File: config.mk
export PLATFORM = sky130hd
export DESIGN_NAME = tpu_buffer_swap_ctrl_flat
export DESIGN_NICKNAME = d
export VERILOG_FILES = /design/src/rtl/tpu_buffer_swap_ctrl_pkg.sv /design/src/rtl/tpu_buffer_swap_ctrl_if.sv /design/src/rtl/tpu_buffer_swap_ctrl_quiet.sv /design/src/rtl/tpu_buffer_swap_ctrl.sv /design/src/flat_wrapper.sv
export SDC_FILE = /design/constraint.sdc
export NUM_CORES = 1
export LEC_CHECK = 0
export CAP_MARGIN = 5
export CORE_UTILIZATION = 35
export DETAILED_ROUTE_END_ITERATION = 7
export PLACE_DENSITY = 0.64
export RECOVER_POWER = 25
export SYNTH_ARGS = -nofsm -noshare
export SYNTH_HDL_FRONTEND = slang
export SYNTH_HIERARCHICAL = 1
export SYNTH_SLANG_ARGS = --single-unit
File: constraint.sdc
create_clock -name clk -period 4.05 [get_ports clk]
set_input_delay 0.6075 -clock clk [delete_from_list [all_inputs] [get_ports clk]]
set_output_delay 0.6075 -clock clk [all_outputs]
set_load 0.02 [all_outputs]
File: src/rtl/tpu_buffer_swap_ctrl_pkg.sv
// Shared types and constants for the TPU ping-pong buffer swap sequencer.
package tpu_ctrl_pkg;

    typedef enum logic [1:0] {
        IDLE,
        DRAIN,
        SWAP,
        DONE
    } sync_state_t;

    localparam int unsigned MASK_UB  = 0;
    localparam int unsigned MASK_ACC = 1;
    localparam int unsigned MASK_WT  = 2;
    localparam int unsigned MASK_W   = 3;
    localparam int unsigned BUSY_W   = 4;

    // Flip every selector whose mask bit is set; all bits commit together.
    function automatic logic [MASK_W-1:0] toggle_sel(input logic [MASK_W-1:0] sel,
                                                     input logic [MASK_W-1:0] mask);
        return sel ^ mask;
    endfunction

endpackage

File: src/rtl/tpu_buffer_swap_ctrl_if.sv
// SYNC handshake, engine busy flags and buffer-select outputs of the swap sequencer.
interface tpu_buffer_swap_ctrl_if
    import tpu_ctrl_pkg::*;
#(
    parameter int unsigned CNT_W = 16
);
    logic              sync_req;
    logic [MASK_W-1:0] sync_mask;
    logic              sync_ready;
    logic              sys_busy;
    logic              vpu_busy;
    logic              dma_busy;
    logic              wt_busy;
    logic              ub_buf_sel;
    logic              acc_buf_sel;
    logic              wt_buf_sel;
    logic              sync_done;
    logic [CNT_W-1:0]  swap_count;
    logic              drain_timeout;

    modport master (
        output sync_req, sync_mask, sys_busy, vpu_busy, dma_busy, wt_busy,
        input  sync_ready, ub_buf_sel, acc_buf_sel, wt_buf_sel,
               sync_done, swap_count, drain_timeout
    );

    modport slave (
        input  sync_req, sync_mask, sys_busy, vpu_busy, dma_busy, wt_busy,
        output sync_ready, ub_buf_sel, acc_buf_sel, wt_buf_sel,
               sync_done, swap_count, drain_timeout
    );

endinterface

File: src/rtl/tpu_buffer_swap_ctrl_quiet.sv
// tpu_quiet_detector: flags quiet_met once all engines have been idle for QUIET_CYCLES consecutive enabled cycles.
module tpu_quiet_detector #(
    parameter int unsigned QUIET_CYCLES = 2,
    parameter int unsigned BUSY_W       = 4
) (
    input  logic              clk,
    input  logic              rst,
    input  logic              en,
    input  logic              clr,
    input  logic [BUSY_W-1:0] busy,
    output logic              quiet_met
);
    localparam int unsigned QW = $clog2(QUIET_CYCLES + 1);

    logic [QW-1:0] cnt_q, cnt_d;
    logic          quiet_met_q, quiet_met_d;

    // Any busy engine, or leaving the counting window, restarts the run from zero.
    always_comb begin
        cnt_d = cnt_q;
        if (clr || !en || (|busy)) begin
            cnt_d = '0;
        end else if (cnt_q != QW'(QUIET_CYCLES)) begin
            cnt_d = cnt_q + QW'(1);
        end
        quiet_met_d = (cnt_d == QW'(QUIET_CYCLES));
    end

    always_ff @(posedge clk) begin
        if (rst) begin
            cnt_q       <= '0;
            quiet_met_q <= 1'b0;
        end else begin
            cnt_q       <= cnt_d;
            quiet_met_q <= quiet_met_d;
        end
    end

    assign quiet_met = quiet_met_q;

endmodule

File: src/rtl/tpu_buffer_swap_ctrl.sv
// Barrier/swap sequencer owning the UB/ACC/WT ping-pong selectors.
// Optional drain abort enabled by defining SYNC_TIMEOUT_EN.
module tpu_buffer_swap_ctrl
    import tpu_ctrl_pkg::*;
#(
    parameter int unsigned QUIET_CYCLES  = 2,
    parameter int unsigned DRAIN_TIMEOUT = 1024,
    parameter int unsigned CNT_W         = 16
) (
    input logic                   clk,
    input logic                   rst,
    tpu_buffer_swap_ctrl_if.slave bus
);

    if (QUIET_CYCLES < 1 || DRAIN_TIMEOUT < 1) begin : g_cfg_check
        $error("tpu_buffer_swap_ctrl: QUIET_CYCLES and DRAIN_TIMEOUT must be >= 1");
    end

    sync_state_t       state_q, state_d;
    logic [MASK_W-1:0] mask_q, mask_d;
    logic [MASK_W-1:0] sel_q, sel_d;
    logic [CNT_W-1:0]  count_q, count_d;
    logic              sync_done_q, sync_done_d;
    logic              sync_ready_q, sync_ready_d;
    logic              accept;
    logic              quiet_met;
    logic [BUSY_W-1:0] busy_vec;

`ifdef SYNC_TIMEOUT_EN
    localparam int unsigned DCW = $clog2(DRAIN_TIMEOUT + 1);
    logic [DCW-1:0] drain_cnt_q, drain_cnt_d;
    logic           timeout_q, timeout_d;
`endif

    assign accept   = bus.sync_req & sync_ready_q;
    assign busy_vec = {bus.wt_busy, bus.dma_busy, bus.vpu_busy, bus.sys_busy};

    tpu_quiet_detector #(
        .QUIET_CYCLES (QUIET_CYCLES),
        .BUSY_W       (BUSY_W)
    ) u_quiet (
        .clk       (clk),
        .rst       (rst),
        .en        (state_q == DRAIN),
        .clr       (accept),
        .busy      (busy_vec),
        .quiet_met (quiet_met)
    );

    // Next-state and registered-output logic; selectors only move on the DRAIN->SWAP edge.
    always_comb begin
        state_d = state_q;
        mask_d  = mask_q;
        sel_d   = sel_q;
        count_d = count_q;
`ifdef SYNC_TIMEOUT_EN
        drain_cnt_d = drain_cnt_q;
        timeout_d   = timeout_q;
`endif
        case (state_q)
            IDLE: begin
                if (accept) begin
                    mask_d  = bus.sync_mask;
                    state_d = DRAIN;
`ifdef SYNC_TIMEOUT_EN
                    drain_cnt_d = '0;
`endif
                end
            end
            DRAIN: begin
                if (quiet_met) begin
                    state_d = SWAP;
                    sel_d   = toggle_sel(sel_q, mask_q);
                    count_d = count_q + CNT_W'(1);
                end
`ifdef SYNC_TIMEOUT_EN
                else if (drain_cnt_q == DCW'(DRAIN_TIMEOUT - 1)) begin
                    state_d   = IDLE;
                    timeout_d = 1'b1;
                end else begin
                    drain_cnt_d = drain_cnt_q + DCW'(1);
                end
`endif
            end
            SWAP:    state_d = DONE;
            DONE:    state_d = IDLE;
            default: state_d = IDLE;
        endcase
        sync_ready_d = (state_d == IDLE);
        sync_done_d  = (state_d == DONE);
    end

    always_ff @(posedge clk) begin
        if (rst) begin
            state_q      <= IDLE;
            mask_q       <= '0;
            sel_q        <= '0;
            count_q      <= '0;
            sync_done_q  <= 1'b0;
            sync_ready_q <= 1'b1;
        end else begin
            state_q      <= state_d;
            mask_q       <= mask_d;
            sel_q        <= sel_d;
            count_q      <= count_d;
            sync_done_q  <= sync_done_d;
            sync_ready_q <= sync_ready_d;
        end
    end

`ifdef SYNC_TIMEOUT_EN
    // Sticky abort flag survives later successful swaps; only reset clears it.
    always_ff @(posedge clk) begin
        if (rst) begin
            drain_cnt_q <= '0;
            timeout_q   <= 1'b0;
        end else begin
            drain_cnt_q <= drain_cnt_d;
            timeout_q   <= timeout_d;
        end
    end

    assign bus.drain_timeout = timeout_q;
`else
    assign bus.drain_timeout = 1'b0;
`endif

    assign bus.sync_ready  = sync_ready_q;
    assign bus.sync_done   = sync_done_q;
    assign bus.swap_count  = count_q;
    assign bus.ub_buf_sel  = sel_q[MASK_UB];
    assign bus.acc_buf_sel = sel_q[MASK_ACC];
    assign bus.wt_buf_sel  = sel_q[MASK_WT];

endmodule

File: src/flat_wrapper.sv
// flat-port wrapper written by rule: the top's interface ports become plain ports
module tpu_buffer_swap_ctrl_flat import tpu_ctrl_pkg::*;
#(
    parameter int unsigned QUIET_CYCLES  = 2,
    parameter int unsigned DRAIN_TIMEOUT = 1024,
    parameter int unsigned CNT_W         = 16
)
  (clk, rst, bus_sync_req, bus_sync_mask, bus_sys_busy, bus_vpu_busy, bus_dma_busy, bus_wt_busy, bus_sync_ready, bus_ub_buf_sel, bus_acc_buf_sel, bus_wt_buf_sel, bus_sync_done, bus_swap_count, bus_drain_timeout);
  tpu_buffer_swap_ctrl_if #(.CNT_W(CNT_W)) bus_i ();
  input logic clk;
  input logic rst;
  input wire logic [$bits(bus_i.sync_req)-1:0] bus_sync_req;
  input wire logic [$bits(bus_i.sync_mask)-1:0] bus_sync_mask;
  input wire logic [$bits(bus_i.sys_busy)-1:0] bus_sys_busy;
  input wire logic [$bits(bus_i.vpu_busy)-1:0] bus_vpu_busy;
  input wire logic [$bits(bus_i.dma_busy)-1:0] bus_dma_busy;
  input wire logic [$bits(bus_i.wt_busy)-1:0] bus_wt_busy;
  output wire logic [$bits(bus_i.sync_ready)-1:0] bus_sync_ready;
  output wire logic [$bits(bus_i.ub_buf_sel)-1:0] bus_ub_buf_sel;
  output wire logic [$bits(bus_i.acc_buf_sel)-1:0] bus_acc_buf_sel;
  output wire logic [$bits(bus_i.wt_buf_sel)-1:0] bus_wt_buf_sel;
  output wire logic [$bits(bus_i.sync_done)-1:0] bus_sync_done;
  output wire logic [$bits(bus_i.swap_count)-1:0] bus_swap_count;
  output wire logic [$bits(bus_i.drain_timeout)-1:0] bus_drain_timeout;
  assign bus_i.sync_req = bus_sync_req;
  assign bus_i.sync_mask = bus_sync_mask;
  assign bus_i.sys_busy = bus_sys_busy;
  assign bus_i.vpu_busy = bus_vpu_busy;
  assign bus_i.dma_busy = bus_dma_busy;
  assign bus_i.wt_busy = bus_wt_busy;
  assign bus_sync_ready = bus_i.sync_ready;
  assign bus_ub_buf_sel = bus_i.ub_buf_sel;
  assign bus_acc_buf_sel = bus_i.acc_buf_sel;
  assign bus_wt_buf_sel = bus_i.wt_buf_sel;
  assign bus_sync_done = bus_i.sync_done;
  assign bus_swap_count = bus_i.swap_count;
  assign bus_drain_timeout = bus_i.drain_timeout;
  tpu_buffer_swap_ctrl #(.QUIET_CYCLES(QUIET_CYCLES), .DRAIN_TIMEOUT(DRAIN_TIMEOUT), .CNT_W(CNT_W)) u_core (.clk(clk), .rst(rst), .bus(bus_i));
endmodule
==> impl_metrics.json, run 1 <==
{
  "track_usage_pct": 15.35,
  "dieWidth_um": 62.68,
  "hp-start": "u_core/bus.swap_count[1]$_SDFFE_PP0P_",
  "dp_worst_setup_slack_ns": 1.857,
  "cap_violations": 0,
  "diodes": 0,
  "synth_nets": 154,
  "wl_per_cell_um": 11.83,
  "ys_ff_latch": 29,
  "dieHeight_um": 62.68,
  "async_flop_share_pct": 0,
  "start_kind": "primary input",
  "core_um2": 3442,
  "final_nets": 187,
  "worst_slack_ns": 1.618,
  "first_pass_iters": 4,
  "skew_ns": 0.005103,
  "period_share_pct": 60.05,
  "path_class": "in2reg",
  "clk_latency_ns": 0.28,
  "relSlewSlack_pct": 16.50,
  "synth_cell_types": 37,
  "start_util_pct": 37.44,
  "syn_inst": 142,
  "slew_violations": 0,
  "grt_pass1_wl_mm": 4.657,
  "ios": 32,
  "grt_pass1_vias": 1001,
  "rr_worst_depth": 4,
  "cts_tree": "yes",
  "regToRegEndpoint": "u_core/bus.swap_count[13]$_SDFFE_PP0P_",
  "synth_top_flop_cell": "dfxtp_1",
  "dieArea_um2": 3929,
  "dp_hpwl_mm": 1.858,
  "syn_area_um2": 1289,
  "cts_root_buf": "clkbuf_8",
  "arrival_ns": 2.62,
  "synth_edf_count": 0,
  "grt-ovfl-total": 0,
  "clkSinkCount": 29,
  "numCtsBuffers": 5,
  "period_minus_slack_ns": 2.432,
  "final_cells": 222,
  "power_mw": 0.5839,
  "place_congestion": 0.8325,
  "layout_common_cells": "clkdlybuf4s50_1, dfxtp_1, nor2_1",
  "min_to": "u_core/bus.swap_count[1]$_SDFFE_PP0P_",
  "fmax_ghz": 0.4112,
  "regToRegStartpoint": "u_core/bus.swap_count[2]$_SDFFE_PP0P_",
  "h-tree-depth": 2,
  "synth_seq_area_share_pct": 45.05,
  "port_buffers": 30,
  "grt_max_degree": 31,
  "holdBufCountCts": 0,
  "status": "finished clean",
  "multi_input_area_um2": 669.4,
  "holdCritPathClass": "reg2reg",
  "irDropWorstVdd_mv": 0.1855,
  "hold_viol": 0,
  "place_inst": 214,
  "timing.hold.ws_ns": 0.5055,
  "grt_antenna_before_repair": 0,
  "route.vias.total": 1065,
  "rows": 21,
  "post_drt_via_cell_ratio": 4.797,
  "post-cts-setup-buffers": 0,
  "worst_slew_pin_slew_ns": 1.252,
  "end_kind": "flop",
  "regArea_um2": 580.6,
  "clk_transition_reported_paths_ns": 0.06,
  "clockBufferDepth": 2,
  "routed_wl_mm": 2.627,
  "area_growth_pct": 34.08,
  "drt_drc_violations_left": 0,
  "drt_iter0_markers": 58,
  "drtAntennaViolNets": 0,
  "p_leak_nw": 0.6057,
  "final-setup-viol-count": 0,
  "drive_gt1_share_pct": 9.659,
  "worstPathRequired_ns": 4.23,
  "syn_area_per_cell_um2": 9.076,
  "ff2ff_setup_slack_ns": 2.37,
  "worst-path-max-fanout": 30,
  "post_cts_resized": 0,
  "fillerInstances": 335,
  "ys_warn_count": 6,
  "setup_tns_ns": 0,
  "whs_path_depth": 2,
  "rsz0062_at_grt": "false",
  "powerDensity_nw_per_um2": 337.9
}
## critical path, cell delays in order
cell           delay [ns]
dlygate4sd3_1        0.53
clkbuf_1             0.50
or4b_4               0.71
nor4_2               0.26
## metrics by stage
| stage | instance area (um2) | utilization (%) |
|---|---|---|
| floorplan | 1289 | - |
| global placement | 1630 | 47.36 |
| detailed placement | 1630 | 47.36 |
| CTS | 1732 | 50.31 |
| global route | 1728 | 50.20 |
| finish | 1728 | 50.20 |
## synthesized netlist by cell type, types with 2 or more instances
master	count	area, um2
ha_1	2	25.02
nor2b_1	4	25.02
o21bai_1	2	15.01
mux2_2	3	33.78
xor2_1	5	43.79
nor2_1	24	90.09
dfxtp_1	29	580.6
nand2b_1	2	12.51
buf_1	2	7.510
xnor2_1	8	70.07
nor3b_1	2	15.01
nor3_1	4	20.02
nor4_1	4	25.02
a21oi_1	5	25.02
and2_1	2	12.51
nand2_1	10	37.54
nand4_1	5	31.28
mux2i_1	3	30.03
nand3_1	5	25.02
inv_1	4	15.01
## sequential cells by signal, summed over array words and instances (netlist names)
register	flops
u_core/mask_q	3
u_core/u_quiet/cnt_q	2
u_core/sel_q	3
u_core/bus.swap_count	16
u_core/u_quiet/quiet_met	1
u_core/bus.sync_ready	1
u_core/bus.sync_done	1
u_core/state_q	2
## worst max-delay path by stage
stage / startpoint / endpoint / cells past startpoint
2_1_floorplan: u_core/bus.swap_count[6]$_SDFFE_PP0P_ / u_core/bus.swap_count[14]$_SDFFE_PP0P_ / 4
3_3_place_gp: rst / u_core/u_quiet/quiet_met$_SDFF_PP0_ / 4
3_5_place_dp: bus_sync_req / u_core/mask_q[1]$_SDFFE_PP0P_ / 5
4_1_cts: u_core/bus.swap_count[3]$_SDFFE_PP0P_ / bus_swap_count[3] / 1
5_1_grt: rst / u_core/u_quiet/quiet_met$_SDFF_PP0_ / 4
6_report: rst / u_core/u_quiet/quiet_met$_SDFF_PP0_ / 4
## power by group
part	switching, mW	leakage (nW)	internal (mW)
combinational	0.0149	0.317	0.0170
clock	0.105	0.0542	0.153
sequential	0.00400	0.234	0.290
## layer usage
| layer | routed length, um | track usage (%) | vias up |
|---|---|---|---|
| met2 | 1189 | 22.96 | 28 |
| met3 | 141 | 6.934 | 6 |
| li1 | - | - | 551 |
| met4 | 44 | 6.395 | 0 |
| met1 | 1253 | 18.95 | 480 |
| met5 | 0 | 0 | - |
## logic make-up after synthesis
logic type	after synthesis	share of synthesized area, %
other	1	0.2910
flip-flops	29	45.05
adder cells (fa/ha/maj)	2	1.941
XOR/XNOR	13	8.835
buffers and inverters	9	3.009
AO/OA/AOI/OAI	8	3.494
AND/OR/NAND/NOR	74	32.43
multiplexers	6	4.951
## final cells by class
cell class                      instances  area share, %
Timing Repair Buffer                   31          17.60
Inverter                                4         0.8689
Sequential cell                        29          33.60
Tap cell                               46          3.331
Clock buffer                            7          5.576
Clock inverter                          1         0.2896
Multi-Input combinational cell        104          38.74
Power figures use the tool's default switching activity.
==> inputs of run 2 (changes only) <==
Settings changed: PLACE_DENSITY 0.64 to 0.66.
Clock period 4.05 ns to 2.05 ns, I/O delays scaled along.
==> impl_metrics.json, run 2 (same netlist as run 1, synthesis figures left out) <==
{
  "dieWidth_um": 62.68,
  "first_pass_iters": 4,
  "rows": 21,
  "cap_violations": 0,
  "path_class": "reg2out",
  "drive_gt1_share_pct": 9.040,
  "slew_violations": 0,
  "routed_wl_mm": 2.531,
  "final-setup-viol-count": 0,
  "powerDensity_nw_per_um2": 628.5,
  "cts_root_buf": "clkbuf_8",
  "status": "finished clean",
  "crit_chain": "clkdlybuf4s50_1",
  "ios": 32,
  "crit_path_top_delay_cell": "clkdlybuf4s50_1",
  "period_minus_slack_ns": 1.729,
  "rsz0062_at_grt": "false",
  "clk_transition_reported_paths_ns": 0.06,
  "dieArea_um2": 3929,
  "dieHeight_um": 62.68,
  "holdCritPathClass": "reg2reg",
  "place_inst": 215,
  "h-tree-depth": 2,
  "final_cells": 223,
  "critPathMaxStageDelay_ns": 0.66,
  "timing.hold.ws_ns": 0.5040,
  "clockBufferDepth": 2,
  "core_um2": 3442,
  "drtAntennaViolNets": 0,
  "grt-ovfl-total": 0,
  "track_usage_pct": 14.37,
  "port_buffers": 30,
  "end_kind": "primary output",
  "period_share_pct": 84.36,
  "dp_hpwl_mm": 1.817,
  "layout_common_cells": "clkdlybuf4s50_1, dfxtp_1, nor2_1",
  "place_congestion": 0.8517,
  "skew_ns": 0.003433,
  "p_leak_nw": 0.5997,
  "grt_antenna_before_repair": 0,
  "numCtsBuffers": 5,
  "clk_latency_ns": 0.27,
  "hold_viol": 0,
  "setup_tns_ns": 0,
  "grt_pass1_vias": 990,
  "grt_max_degree": 30,
  "largest_reg_flops": 16,
  "wl_per_cell_um": 11.35,
  "start_util_pct": 37.44,
  "critical_path_buf_inv_count": 1,
  "diodes": 0,
  "start_kind": "flop",
  "fmax_ghz": 0.5783,
  "area_growth_pct": 33.30,
  "route.vias.total": 1047,
  "final_nets": 188,
  "post_cts_resized": 0,
  "holdBufCountCts": 0,
  "drt_iter0_markers": 29,
  "crit_family": "buffers and inverters",
  "power_mw": 1.080,
  "post-cts-setup-buffers": 0,
  "irDropWorstVdd_mv": 0.3410,
  "worst-path-max-fanout": 7,
  "grt_pass1_wl_mm": 4.388,
  "worstPathRequired_ns": 1.74,
  "drt_drc_violations_left": 0,
  "post_drt_via_cell_ratio": 4.695,
  "fillerInstances": 337,
  "cts_tree": "yes",
  "arrival_ns": 1.42,
  "clkSinkCount": 29
}
==> run 2: final cells by class <==
| class | count | area, um2 | share of cell area [%] |
|---|---|---|---|
| clock buffer | 8 | 80.08 | 4.661 |
| multi-input combinational | 104 | 669.4 | 38.97 |
| tap | 46 | 57.56 | 3.350 |
| timing repair buffer | 32 | 315.3 | 18.35 |
| inverter | 4 | 15.01 | 0.8740 |
| sequential | 29 | 580.6 | 33.79 |
==> run 2: worst reg2reg max path: cells and delay by family (launching register included) <==
family | cells | cell delay, ns
simple gates | 3 | 0.63
flops | 1 | 0.40
mux | 1 | 0.28
fa+ha+maj | 1 | 0.23
==> run 2: metrics by stage <==
step	worst slack, ns	cell area, um2	util, %
after global placement	0.3470	1638	47.58
after CTS	0.3107	1718	49.91
after global routing	0.2660	1718	49.91
after floorplan	0.4792	1289	-
after detailed placement	0.3062	1638	47.58
final	0.3207	1718	49.91
==> run 2: worst paths after layout <==
kind,from,endpoint,slack (ns),depth (start not counted)
min reg2reg,u_core/bus.swap_count[1]$_SDFFE_PP0P_,u_core/bus.swap_count[1]$_SDFFE_PP0P_,0.50,2
min,u_core/bus.swap_count[1]$_SDFFE_PP0P_,u_core/bus.swap_count[1]$_SDFFE_PP0P_,0.50,2
max,u_core/bus.swap_count[3]$_SDFFE_PP0P_,bus_swap_count[3],0.32,1
max reg2reg,u_core/bus.swap_count[0]$_SDFFE_PP0P_,u_core/bus.swap_count[12]$_SDFFE_PP0P_,0.40,5
==> run 2: where the power goes <==
group	internal, mW	switching (mW)
logic	0.0368	0.0296
registers	0.573	0.00789
clock network	0.240	0.193
total	0.850	0.230
==> run 2: layer usage <==
metal / track usage (%) / share of wire (%) / up-vias
li1: - / - / 551
met1: 17.77 / 50 / 465
met2: 21.60 / 44 / 24
met3: 4.015 / 3.6 / 7
met4: 9.593 / 2.5 / 0
met5: 0 / 0 / -
